==> config.mk <==
export PLATFORM = sky130hd
export DESIGN_NAME = clk_period_meter
export DESIGN_NICKNAME = d
export VERILOG_FILES = /design/src/rtl/clk_period_meter.sv
export SDC_FILE = /design/constraint.sdc
export NUM_CORES = 1
export LEC_CHECK = 0
export CORE_ASPECT_RATIO = 0.6
export CORE_UTILIZATION = 51
export DETAILED_ROUTE_END_ITERATION = 7
export GPL_TIMING_DRIVEN = 0
export PLACE_DENSITY = 0.91
export SLEW_MARGIN = 5
export SYNTH_ARGS = -nofsm -noshare
export SYNTH_HDL_FRONTEND = slang
export SYNTH_SLANG_ARGS = --single-unit
export TNS_END_PERCENT = 100
==> constraint.sdc <==
create_clock -name clk_i -period 2.1 [get_ports clk_i]
set_input_delay 0.42 -clock clk_i [delete_from_list [all_inputs] [get_ports clk_i]]
set_output_delay 0.42 -clock clk_i [all_outputs]
set_load 0.01 [all_outputs]
==> src/rtl/clk_period_meter.sv <==
// clk_period_meter: measures the rising-to-rising period of async sig_i in clk_i cycles.
// Define CLK_PERIOD_METER_AVG_EN to average four consecutive periods per measurement.
module clk_period_meter #(
  parameter int CNT_W       = 16,
  parameter int SYNC_STAGES = 2
) (
  input  logic             clk_i,
  input  logic             rst,
  input  logic             sig_i,
  input  logic             start_i,
  output logic             busy_o,
  output logic             done_o,
  output logic             ovf_o,
  output logic [CNT_W-1:0] period_o,
  output logic [CNT_W-1:0] div_o
);
  localparam logic [1:0] IDLE = 2'd0;
  localparam logic [1:0] WAIT = 2'd1;
  localparam logic [1:0] MEAS = 2'd2;
  localparam logic [CNT_W-1:0] MAX = '1;
  localparam logic [CNT_W-1:0] ONE = 1;
  logic [1:0]             r_state;
  logic [SYNC_STAGES-1:0] r_sync;
  logic                   r_hist;
  logic [CNT_W-1:0]       r_cnt;
  logic [CNT_W-1:0]       r_period;
  logic [CNT_W-1:0]       r_div;
  logic                   r_ovf;
  logic                   r_done;
  logic                   w_rise;
  logic                   w_tmo;
`ifdef CLK_PERIOD_METER_AVG_EN
  logic [CNT_W+1:0]       r_acc;
  logic [1:0]             r_n;
  logic [CNT_W+1:0]       w_sum;
  assign w_sum = r_acc + {2'b00, r_cnt};
`endif
  assign w_rise   = r_sync[SYNC_STAGES-1] & ~r_hist;
  assign w_tmo    = !w_rise && r_cnt == MAX;
  assign busy_o   = r_state != IDLE;
  assign done_o   = r_done;
  assign ovf_o    = r_ovf;
  assign period_o = r_period;
  assign div_o    = r_div;
  always_ff @(posedge clk_i) begin
    if (rst) begin
      r_state  <= IDLE;
      r_sync   <= '0;
      r_hist   <= 1'b0;
      r_cnt    <= '0;
      r_period <= '0;
      r_div    <= '0;
      r_ovf    <= 1'b0;
      r_done   <= 1'b0;
`ifdef CLK_PERIOD_METER_AVG_EN
      r_acc    <= '0;
      r_n      <= '0;
`endif
    end else begin
      r_sync <= {r_sync[SYNC_STAGES-2:0], sig_i};
      r_hist <= r_sync[SYNC_STAGES-1];
      r_done <= 1'b0;
      if (r_state == IDLE) begin
        if (start_i) begin
          r_cnt   <= '0;
          r_state <= WAIT;
        end
      end else if (w_tmo) begin
        // saturate instead of wrapping so a stuck input reads as all-ones
        r_period <= MAX;
        r_div    <= MAX >> 1;
        r_ovf    <= 1'b1;
        r_done   <= 1'b1;
        r_state  <= IDLE;
      end else if (!w_rise) begin
        r_cnt <= r_cnt + ONE;
      end else if (r_state == WAIT) begin
        r_cnt   <= ONE;
        r_state <= MEAS;
`ifdef CLK_PERIOD_METER_AVG_EN
        r_acc   <= '0;
        r_n     <= '0;
      end else if (r_n != 2'd3) begin
        r_cnt <= ONE;
        r_acc <= w_sum;
        r_n   <= r_n + 2'd1;
      end else begin
        r_period <= w_sum[CNT_W+1:2];
        r_div    <= {1'b0, w_sum[CNT_W+1:3]};
        r_ovf    <= 1'b0;
        r_done   <= 1'b1;
        r_state  <= IDLE;
      end
`else
      end else begin
        r_period <= r_cnt;
        r_div    <= r_cnt >> 1;
        r_ovf    <= 1'b0;
        r_done   <= 1'b1;
        r_state  <= IDLE;
      end
`endif
    end
  end
endmodule

==> results.toml, run 1 <==
[grt]
overflow = 0
gr-usage-met3 = 0.08224
track_usage = 0.2442
grt_pass1_wl_um = 7410
grt_max_degree = 12
grt.busiest_layer = "met2"
antenna_found_initial = 0
grt_pass1_vias = 1572
grt_util_met1 = 0.3245
use_met2 = 0.3585

[cts]
numCtsBuffers = 5
cts_sinks = 39
clk_pin_slew_ps = 80
cts_buffer_depth = 2
cts_max_level = 2
cts_tree = "done"
clk_latency_ps = 290
cts-root-buf = "clkbuf_8"
cts_setup_buffers = 0

[place]
place_congestion = 0.8476
hpwl_um = 3297
place_area_um2 = 2337
portBuffers = 37

[yosys]
synth_mux_area_frac = 0.07859
ys_types = 41
syn_area_um2 = 1911
synthXorXnorAreaFrac = 0
synth-compound-area-share = 0.1709
syn_area_per_cell_um2 = 8.805
synth_adder_area_share = 0.006549
yosys.area_share.simple = 0.2292
syn_inst = 217
ys_seq_area_frac = 0.4086
yosys_warnings = 0
synth_ff_type = "dfxtp_1"
synthArstFlopShare = 0
synth-edff-count = 0
synth_top_family_by_area = "simple AND/OR/NAND/NOR gates"
synth_nets = 222
synth_seq_cells = 39

[drt]
wl_per_cell_um = 14.89
vias = 1816
routed_via_density = 5.935
remaining_drc_errors = 0
wl_um = 4555
drtIter0Drc = 135
drt_first_pass_iters = 4
ant_nets = 0

[worst_setup_path]
worstPathArrival_ps = 2130
crit_type = "reg -> reg"
slowest_delay_ps = 440
slowest_stage = "dfxtp_1"
path_max_fanout = 10
crit_chain = "and4_2 > nand4_4 > a211oi_2 > buf_6 > buf_12 > mux2i_1 > nor2_1"
start_kind = "flop"
cp.required_ps = 2270
critPathCaptureType = "flop"

[sta]
post-route-min-period_ps = 1961
max_freq_mhz = 510.0
grt_setup_unrepaired = "false"
slew_headroom = 0.6255
hold_ws_ps = 445.1
setup_viol = 0
clock_skew_ps = 8.556
worst_slew_pin_slew_ps = 559.2
post-route-period-util = 0.9337
final_hold_viol_count = 0
finalSetupTns_ps = 0
slew_violations = 0

[cells_and_area]
finalNetCount = 265
register_area_um2 = 784.5
multi_input_area_um2 = 943.4
fillCellCount = 274
design_area_um2 = 2431
drive_above_1_share = 0.1379
antenna_cells = 0
areaGrowthSynthToFinish_pct = 27.24

[floorplanning]
core-area_um2 = 3403
dieHeight_um = 49.41
dieArea_um2 = 4003
rows = 16
pin_count = 39
die_w_um = 81.02
start_util = 0.5614

[min_path]
hp-class = "reg -> reg"

[power]
power.leakage_nw = 0.8399
power_density_nw_per_um2 = 553.7
ir_drop_v = 0.0003330

[outcome]
status = "finished clean"

[job]
maxCapViolCount = 0
## repair_timing
item / CTS / global route
gates resized for setup: 1 / 4
hold buffers: 0 / 0
setup endpoints to repair: 10 / 8
## worst max-delay path: cells and delay by family (launching register included)
| family | cells | cell delay [ps] |
|---|---|---|
| AO/OA/AOI/OAI | 1 | 280 |
| buffers and inverters | 2 | 350 |
| flip-flops | 1 | 440 |
| multiplexers | 1 | 200 |
| AND/OR/NAND/NOR | 3 | 550 |
## synthesized netlist by cell type, types with 2 or more instances
cell | number | area (µm²)
nand4_1 | 2 | 12.51
a41oi_1 | 3 | 26.28
a31oi_1 | 7 | 43.79
a21o_1 | 2 | 15.01
inv_1 | 3 | 11.26
a311oi_1 | 2 | 17.52
nor2b_1 | 5 | 31.28
nor3_1 | 4 | 20.02
nand2_1 | 18 | 67.56
and4_1 | 3 | 26.28
or4_1 | 5 | 37.54
o21a_1 | 2 | 15.01
o21ai_0 | 5 | 25.02
a211oi_1 | 3 | 22.52
o211ai_1 | 7 | 52.55
a21oi_1 | 11 | 55.05
nor2_1 | 26 | 97.59
clkbuf_1 | 7 | 26.28
dfxtp_1 | 39 | 780.8
nand2b_1 | 4 | 25.02
buf_4 | 16 | 120.1
mux2i_1 | 15 | 150.1
and3_1 | 5 | 31.28
buf_2 | 2 | 10.01
nand3_1 | 5 | 25.02
## sequential cells by signal, indices dropped and copies added, names as in the netlist
register,cells
done_o,1
r_sync,2
r_hist,1
r_cnt,16
period_o,15
ovf_o,1
r_state,2
div_o,1
## power breakdown
| group | leakage, nW | switching [mW] | internal, mW |
|---|---|---|---|
| Sequential | 0.316 | 0.00880 | 0.746 |
| Combinational | 0.481 | 0.0699 | 0.0350 |
| Clock | 0.0422 | 0.253 | 0.233 |
## placed cells by master, fill, tap and decap left out, types with 2 or more instances in the layout
master           instances
o211ai_1                 7
clkdlybuf4s50_1         37
clkbuf_8                 5
a41oi_1                  3
a21oi_1                 11
and4_1                   3
clkbuf_1                 8
buf_2                    2
and3_1                   5
o21ai_0                  5
nand3_1                  5
or4_1                    5
nand2b_1                 4
nand4_1                  2
a31oi_1                  7
mux2i_1                 15
inv_1                    3
dfxtp_1                 36
nand2_1                 18
nor2b_1                  5
dfxtp_2                  3
a211oi_1                 3
a311oi_1                 2
a21o_1                   2
nor3_1                   4
o21a_1                   2
nor2_1                  26
buf_4                   16
## kinds of logic (layout without fill, tap and decap cells)
group / Yosys count / count (layout)
other: 1 / 1
buffers and inverters: 30 / 74
and+or+nand+nor: 83 / 83
AOI/OAI and AO/OA: 48 / 48
DFF: 39 / 39
muxes: 15 / 15
adders and majority gates: 1 / 1
## area by class of cell
type	instances	area share
timing repair buffer	37	0.1523
buffer	26	0.07566
tap	45	0.02316
inverter	3	0.004632
sequential	39	0.3227
clock buffer	7	0.03139
clock inverter	1	0.002059
multi-input combinational	148	0.3881
## metal layers
layer / vias up / routed length, µm
li1: 855 / -
met1: 870 / 2019
met2: 84 / 2030
met3: 7 / 438
met4: 0 / 68
met5: - / 0
## path summary, 6_finish.rpt
kind,startpoint,endpoint,slack [ps],cells after the start
max,r_cnt[8],period_o[6],140,7
min,r_sync[0],r_sync[1],450,1
max reg2reg,r_cnt[8],period_o[6],140,7
min reg2reg,r_sync[0],r_sync[1],450,1
## through the flow
stage / worst slack [ps] / power [mW] / util / cells
CTS: 47.99 / 1.349 / 0.7103 / 306
finish: 139.3 / 1.346 / 0.7143 / 306
global route: 26.50 / 1.398 / 0.7143 / 306
floorplan: 196.8 / 0.8345 / - / 217
global placement: -58.90 / 0.8678 / 0.6868 / 299
detailed placement: -153.5 / 0.8724 / 0.6868 / 299
(Power assumes the default switching activity.)
==> run 2, diff against run 1 <==
CAP_MARGIN = 20   (was default)
CORE_MARGIN = 4   (was default)
==> run 2 against run 1 <==
Effect of this change:
- first-iteration DRC count fell by 1.5%
- via count down 2.3%
- critical endpoint is now period_o[8]
- largest cell class unchanged
- register-to-register slack worse by 30 ps
- combinational power hardly changed
==> results.toml, run 2 (synthesized netlist as in run 1, its figures left out) <==
[cts]
numCtsBuffers = 5
cts_sinks = 39
cts_max_level = 2
cts_buffer_depth = 2
clk_pin_slew_ps = 70
cts-root-buf = "clkbuf_8"
clk_latency_ps = 290
cts_tree = "done"

[power]
p_switching_uw = 321.0
power_frac_comb = 0.079
power.leakage_nw = 0.8353
ir_drop_v = 0.0003658
swShare = 0.2425
power_density_nw_per_um2 = 546.2
power_frac_seq = 0.570
p_clk_frac = 0.351
p_int_mw = 1.003

[worst_setup_path]
r2r_cells = 7
start_kind = "flop"
r2r_start = "r_cnt[3]"
worstPathArrival_ps = 2150
r2r_slack_ps = 110
cp.required_ps = 2260
r2r_end = "period_o[8]"
path_max_fanout = 10
crit_type = "reg -> reg"
critPathCaptureType = "flop"

[floorplanning]
dieHeight_um = 55.41
core-area_um2 = 3423
rows = 16
die_w_um = 87.02
pin_count = 39
dieArea_um2 = 4822
start_util = 0.5581

[cells_and_area]
final_common_cell = "clkdlybuf4s50_1"
post-route-util = 0.7080
mostFrequentLayoutCells = "clkdlybuf4s50_1 (37), dfxtp_1 (35), nor2_1 (26)"
finalNetCount = 265
areaGrowthSynthToFinish_pct = 26.85
antenna_cells = 0
instances_no_fill = 304
drive_above_1_share = 0.1390
largest-register = "r_cnt"
largest_reg_flops = 16

[min_path]
hold_end = "r_sync[1]"
min_from = "r_sync[0]"
hp-class = "reg -> reg"
hold_depth = 1

[place]
place_congestion = 0.9202
portBuffers = 37
hpwl_um = 3301
placed_cells = 299

[drt]
vias = 1775
wl_per_cell_um = 15.08
remaining_drc_errors = 0
drtIter0Drc = 133
routed_via_density = 5.839
wl_um = 4584
drt_first_pass_iters = 4
ant_nets = 0

[sta]
final_hold_viol_count = 0
setup_viol = 0
grt_setup_unrepaired = "false"
slew_headroom = 0.6222
max_freq_mhz = 501.9
post-route-min-period_ps = 1992
post-route-period-util = 0.9487
slew_violations = 0
clock_skew_ps = 6.878
hold_ws_ps = 465.6
worst_slew_pin_slew_ps = 566.7

[grt]
overflow = 0
grt_max_degree = 11
use_met2 = 0.2897
grt.busiest_layer = "met2"
grt_pass1_vias = 1586
gr-usage-met3 = 0.05498
grt_pass1_wl_um = 7479
antenna_found_initial = 0
grt_util_met1 = 0.2667
track_usage = 0.1931

[outcome]
status = "finished clean"

[job]
maxCapViolCount = 0
[run 2: critical path, stage by stage, from the launching register on]
cell	delay (ps)
dfxtp_1	490
and3_1	290
nand4_4	180
a211oi_2	280
buf_6	200
buf_12	150
mux2i_1	190
nor2_1	60
[run 2: power groups by stage]
stage / clock network [mW] / registers (mW) / logic (mW)
2_1_floorplan: 0 / 0.768 / 0.0662
3_3_place_gp: 0 / 0.770 / 0.0972
3_5_place_dp: 0 / 0.770 / 0.101
4_1_cts: 0.469 / 0.753 / 0.101
5_1_grt: 0.502 / 0.755 / 0.114
6_report: 0.465 / 0.754 / 0.104
[run 2: cell type report]
type,count,area [µm²]
buffer,26,183.9
timing repair buffer,37,370.4
tap,45,56.30
sequential,39,785.8
multi-input combinational,148,943.4
fill,259,999.7
clock buffer,6,72.57
inverter,3,11.26
[run 2: repair_timing]
item	4_1_cts	5_1_grt
setup endpoints to repair	9	7
resized for setup	1	5
buffers inserted	0	0
hold buffers	0	0
pin swaps	0	0
[run 2: through the flow]
| step | setup TNS, ps | total power, mW | setup WS, ps | area (µm²) |
|---|---|---|---|---|
| 4_1_cts | 0 | 1.323 | 56.25 | 2409 |
| 6_report | 0 | 1.324 | 107.7 | 2424 |
| 3_5_place_dp | -692.5 | 0.8706 | -125.9 | 2337 |
| 5_1_grt | 0 | 1.371 | 15.24 | 2424 |
| 2_1_floorplan | 0 | 0.8345 | 196.8 | 1911 |
| 3_3_place_gp | -243.1 | 0.8670 | -40.56 | 2337 |
[run 2: worst max-delay path by stage]
stage / start / slack, ps / endpoint / cells past startpoint
detailed placement: r_cnt[0] / -130 / period_o[8] / 9
floorplan: r_cnt[0] / 200 / period_o[9] / 9
finish: r_cnt[3] / 110 / period_o[8] / 7
global route: r_cnt[10] / 20 / period_o[8] / 7
global placement: r_cnt[0] / -40 / period_o[8] / 9
CTS: r_cnt[0] / 60 / period_o[8] / 8
[run 2: metal layers]
layer,share of wire,wire length [µm]
met1,0.46,2093
met2,0.44,2031
met3,0.089,408
met4,0.011,51
met5,0,0
==> run 3, diff against run 2 <==
CORE_UTILIZATION = 54   (was 51)
PLACE_DENSITY = 0.95   (was 0.91)
TNS_END_PERCENT = default   (was 100)
clock period = 2.3 ns   (was 2.1 ns; I/O delays follow)
==> run 3 against run 2 <==
Effect of this change:
- sequential power down 8.9%
- global-route usage up 1.6 points
- flip-flop and latch count unchanged
- total power down 7.4%
- clock-buffer cell count up 1
- register-to-register slack about the same
- worst hold slack worse by 27 ps
- final cell count up 0.66%
- critical path type unchanged
==> results.toml, run 3 (synthesized netlist as in run 1, its figures left out) <==
[outcome]
status = "finished clean"

[sta]
post-route-min-period_ps = 2181
grt_setup_unrepaired = "false"
post-route-period-util = 0.9482
worst_slew_pin_slew_ps = 562.4
finalSetupTns_ps = 0
final_hold_viol_count = 0
setup_viol = 0
setup_slack_ps = 119.1
slew_headroom = 0.6233
clock_skew_ps = 2.693
slew_violations = 0
max_freq_mhz = 458.5

[worst_setup_path]
crit_cells = 8
path_max_fanout = 10
slowest_stage = "dfxtp_1"
start_kind = "flop"
crit_type = "reg -> reg"
critPathCaptureType = "flop"
r2r_cells = 8
worstPathArrival_ps = 2350
path_buf_inv = 2
crit_chain = "ha_1 > and4_1 > nor2_1 > a211oi_2 > buf_6 > buf_12 > mux2i_1 > nor2_1"
cp.required_ps = 2470
r2r_slack_ps = 120
cpLargestDelayFamily = "flip-flops"
slowest_delay_ps = 460
crit_path_frequent_cell = "nor2_1"

[cells_and_area]
largest-register = "r_cnt"
mostFrequentLayoutCells = "dfxtp_1 (39), clkdlybuf4s50_1 (37), nor2_1 (26)"
drive_above_1_share = 0.1226
largest_reg_flops = 16
antenna_cells = 0
areaGrowthSynthToFinish_pct = 26.39
fillCellCount = 259
final_common_cell = "dfxtp_1"
finalNetCount = 265

[job]
maxCapViolCount = 0

[cts]
numCtsBuffers = 5
postCtsHoldBufs = 0
cts_sinks = 39
cts_tree = "done"
cts_setup_buffers = 0
clk_pin_slew_ps = 70
cts_buffer_depth = 2
cts-root-buf = "clkbuf_8"
cts_resized = 0
cts_max_level = 2
clk_latency_ps = 290

[grt]
grt_pass1_vias = 1631
overflow = 0
antenna_found_initial = 0
grt_max_degree = 12
grt_pass1_wl_um = 7486
track_usage = 0.2093

[drt]
top_layer_used = "met4"
drt_first_pass_iters = 4
wl_met3_um = 463
wl_per_cell_um = 15.10
wl_met1_um = 2106
remaining_drc_errors = 0
wl_met2_um = 1996
wl_um = 4621
ant_nets = 0
drtIter0Drc = 174
routed_via_density = 5.850
vias = 1790

[power]
power.leakage_nw = 0.8410
ir_drop_v = 0.0002515
power_density_nw_per_um2 = 507.8
finalPower_mw = 1.226

[min_path]
hold_depth = 1
hp-class = "reg -> reg"

[place]
place_congestion = 0.9795
hpwl_um = 3418
pre_cts_ws_ps = 32.41
portBuffers = 37

[floorplanning]
core-area_um2 = 3323
die_w_um = 84.79
dieHeight_um = 54.08
pin_count = 39
dieArea_um2 = 4585
start_util = 0.5749
rows = 16
run 3: changes by cell type in the layout (fill, tap and decap cells not counted):
cell / previous run / this run
dfxtp_2: 4 / 0
ha_1: 0 / 1
ha_4: 1 / 0
clkbuf_1: 7 / 8
dfxtp_1: 35 / 39
clkinv_2: 0 / 1
run 3: final timing paths:
kind | start | endpoint
max | r_cnt[0] | div_o[14]
min | r_sync[0] | r_sync[1]
max reg2reg | r_cnt[0] | div_o[14]
min reg2reg | r_sync[0] | r_sync[1]
run 3: layer usage:
layer | GRT usage | vias to the layer above
met5 | 0 | -
met4 | 0.08158 | 0
met3 | 0.05352 | 9
met2 | 0.3429 | 104
met1 | 0.2697 | 823
li1 | - | 854
run 3: report_power, final:
part	internal (mW)	total [mW]	switching (mW)	leakage (nW)
logic	0.0316	0.0945	0.0629	0.484
clock network	0.213	0.444	0.231	0.0422
registers	0.681	0.687	0.00649	0.315
total	0.925	1.23	0.301	0.841
run 3: through the flow:
step / instance area (µm²) / hold WS (ps) / utilization / cells
final: 2415 / 438.9 / 0.7267 / 306
after detailed placement: 2337 / 426.2 / 0.7033 / 299
after CTS: 2419 / 439.3 / 0.7278 / 307
after global routing: 2415 / 460.2 / 0.7267 / 306
after global placement: 2337 / 423.0 / 0.7033 / 299
after floorplan: 1911 / 413.8 / - / 217
run 3: layout make-up:
| class | instances | area [µm²] | share of cell area |
|---|---|---|---|
| plain buffers | 26 | 183.9 | 0.07617 |
| multi-input cells | 148 | 930.9 | 0.3855 |
| clock inverters | 1 | 5.005 | 0.002073 |
| clock buffers | 7 | 76.32 | 0.03161 |
| repair buffers | 37 | 370.4 | 0.1534 |
| well taps | 45 | 56.30 | 0.02332 |
| inverters | 3 | 11.26 | 0.004663 |
| flip-flops and latches | 39 | 780.7 | 0.3233 |
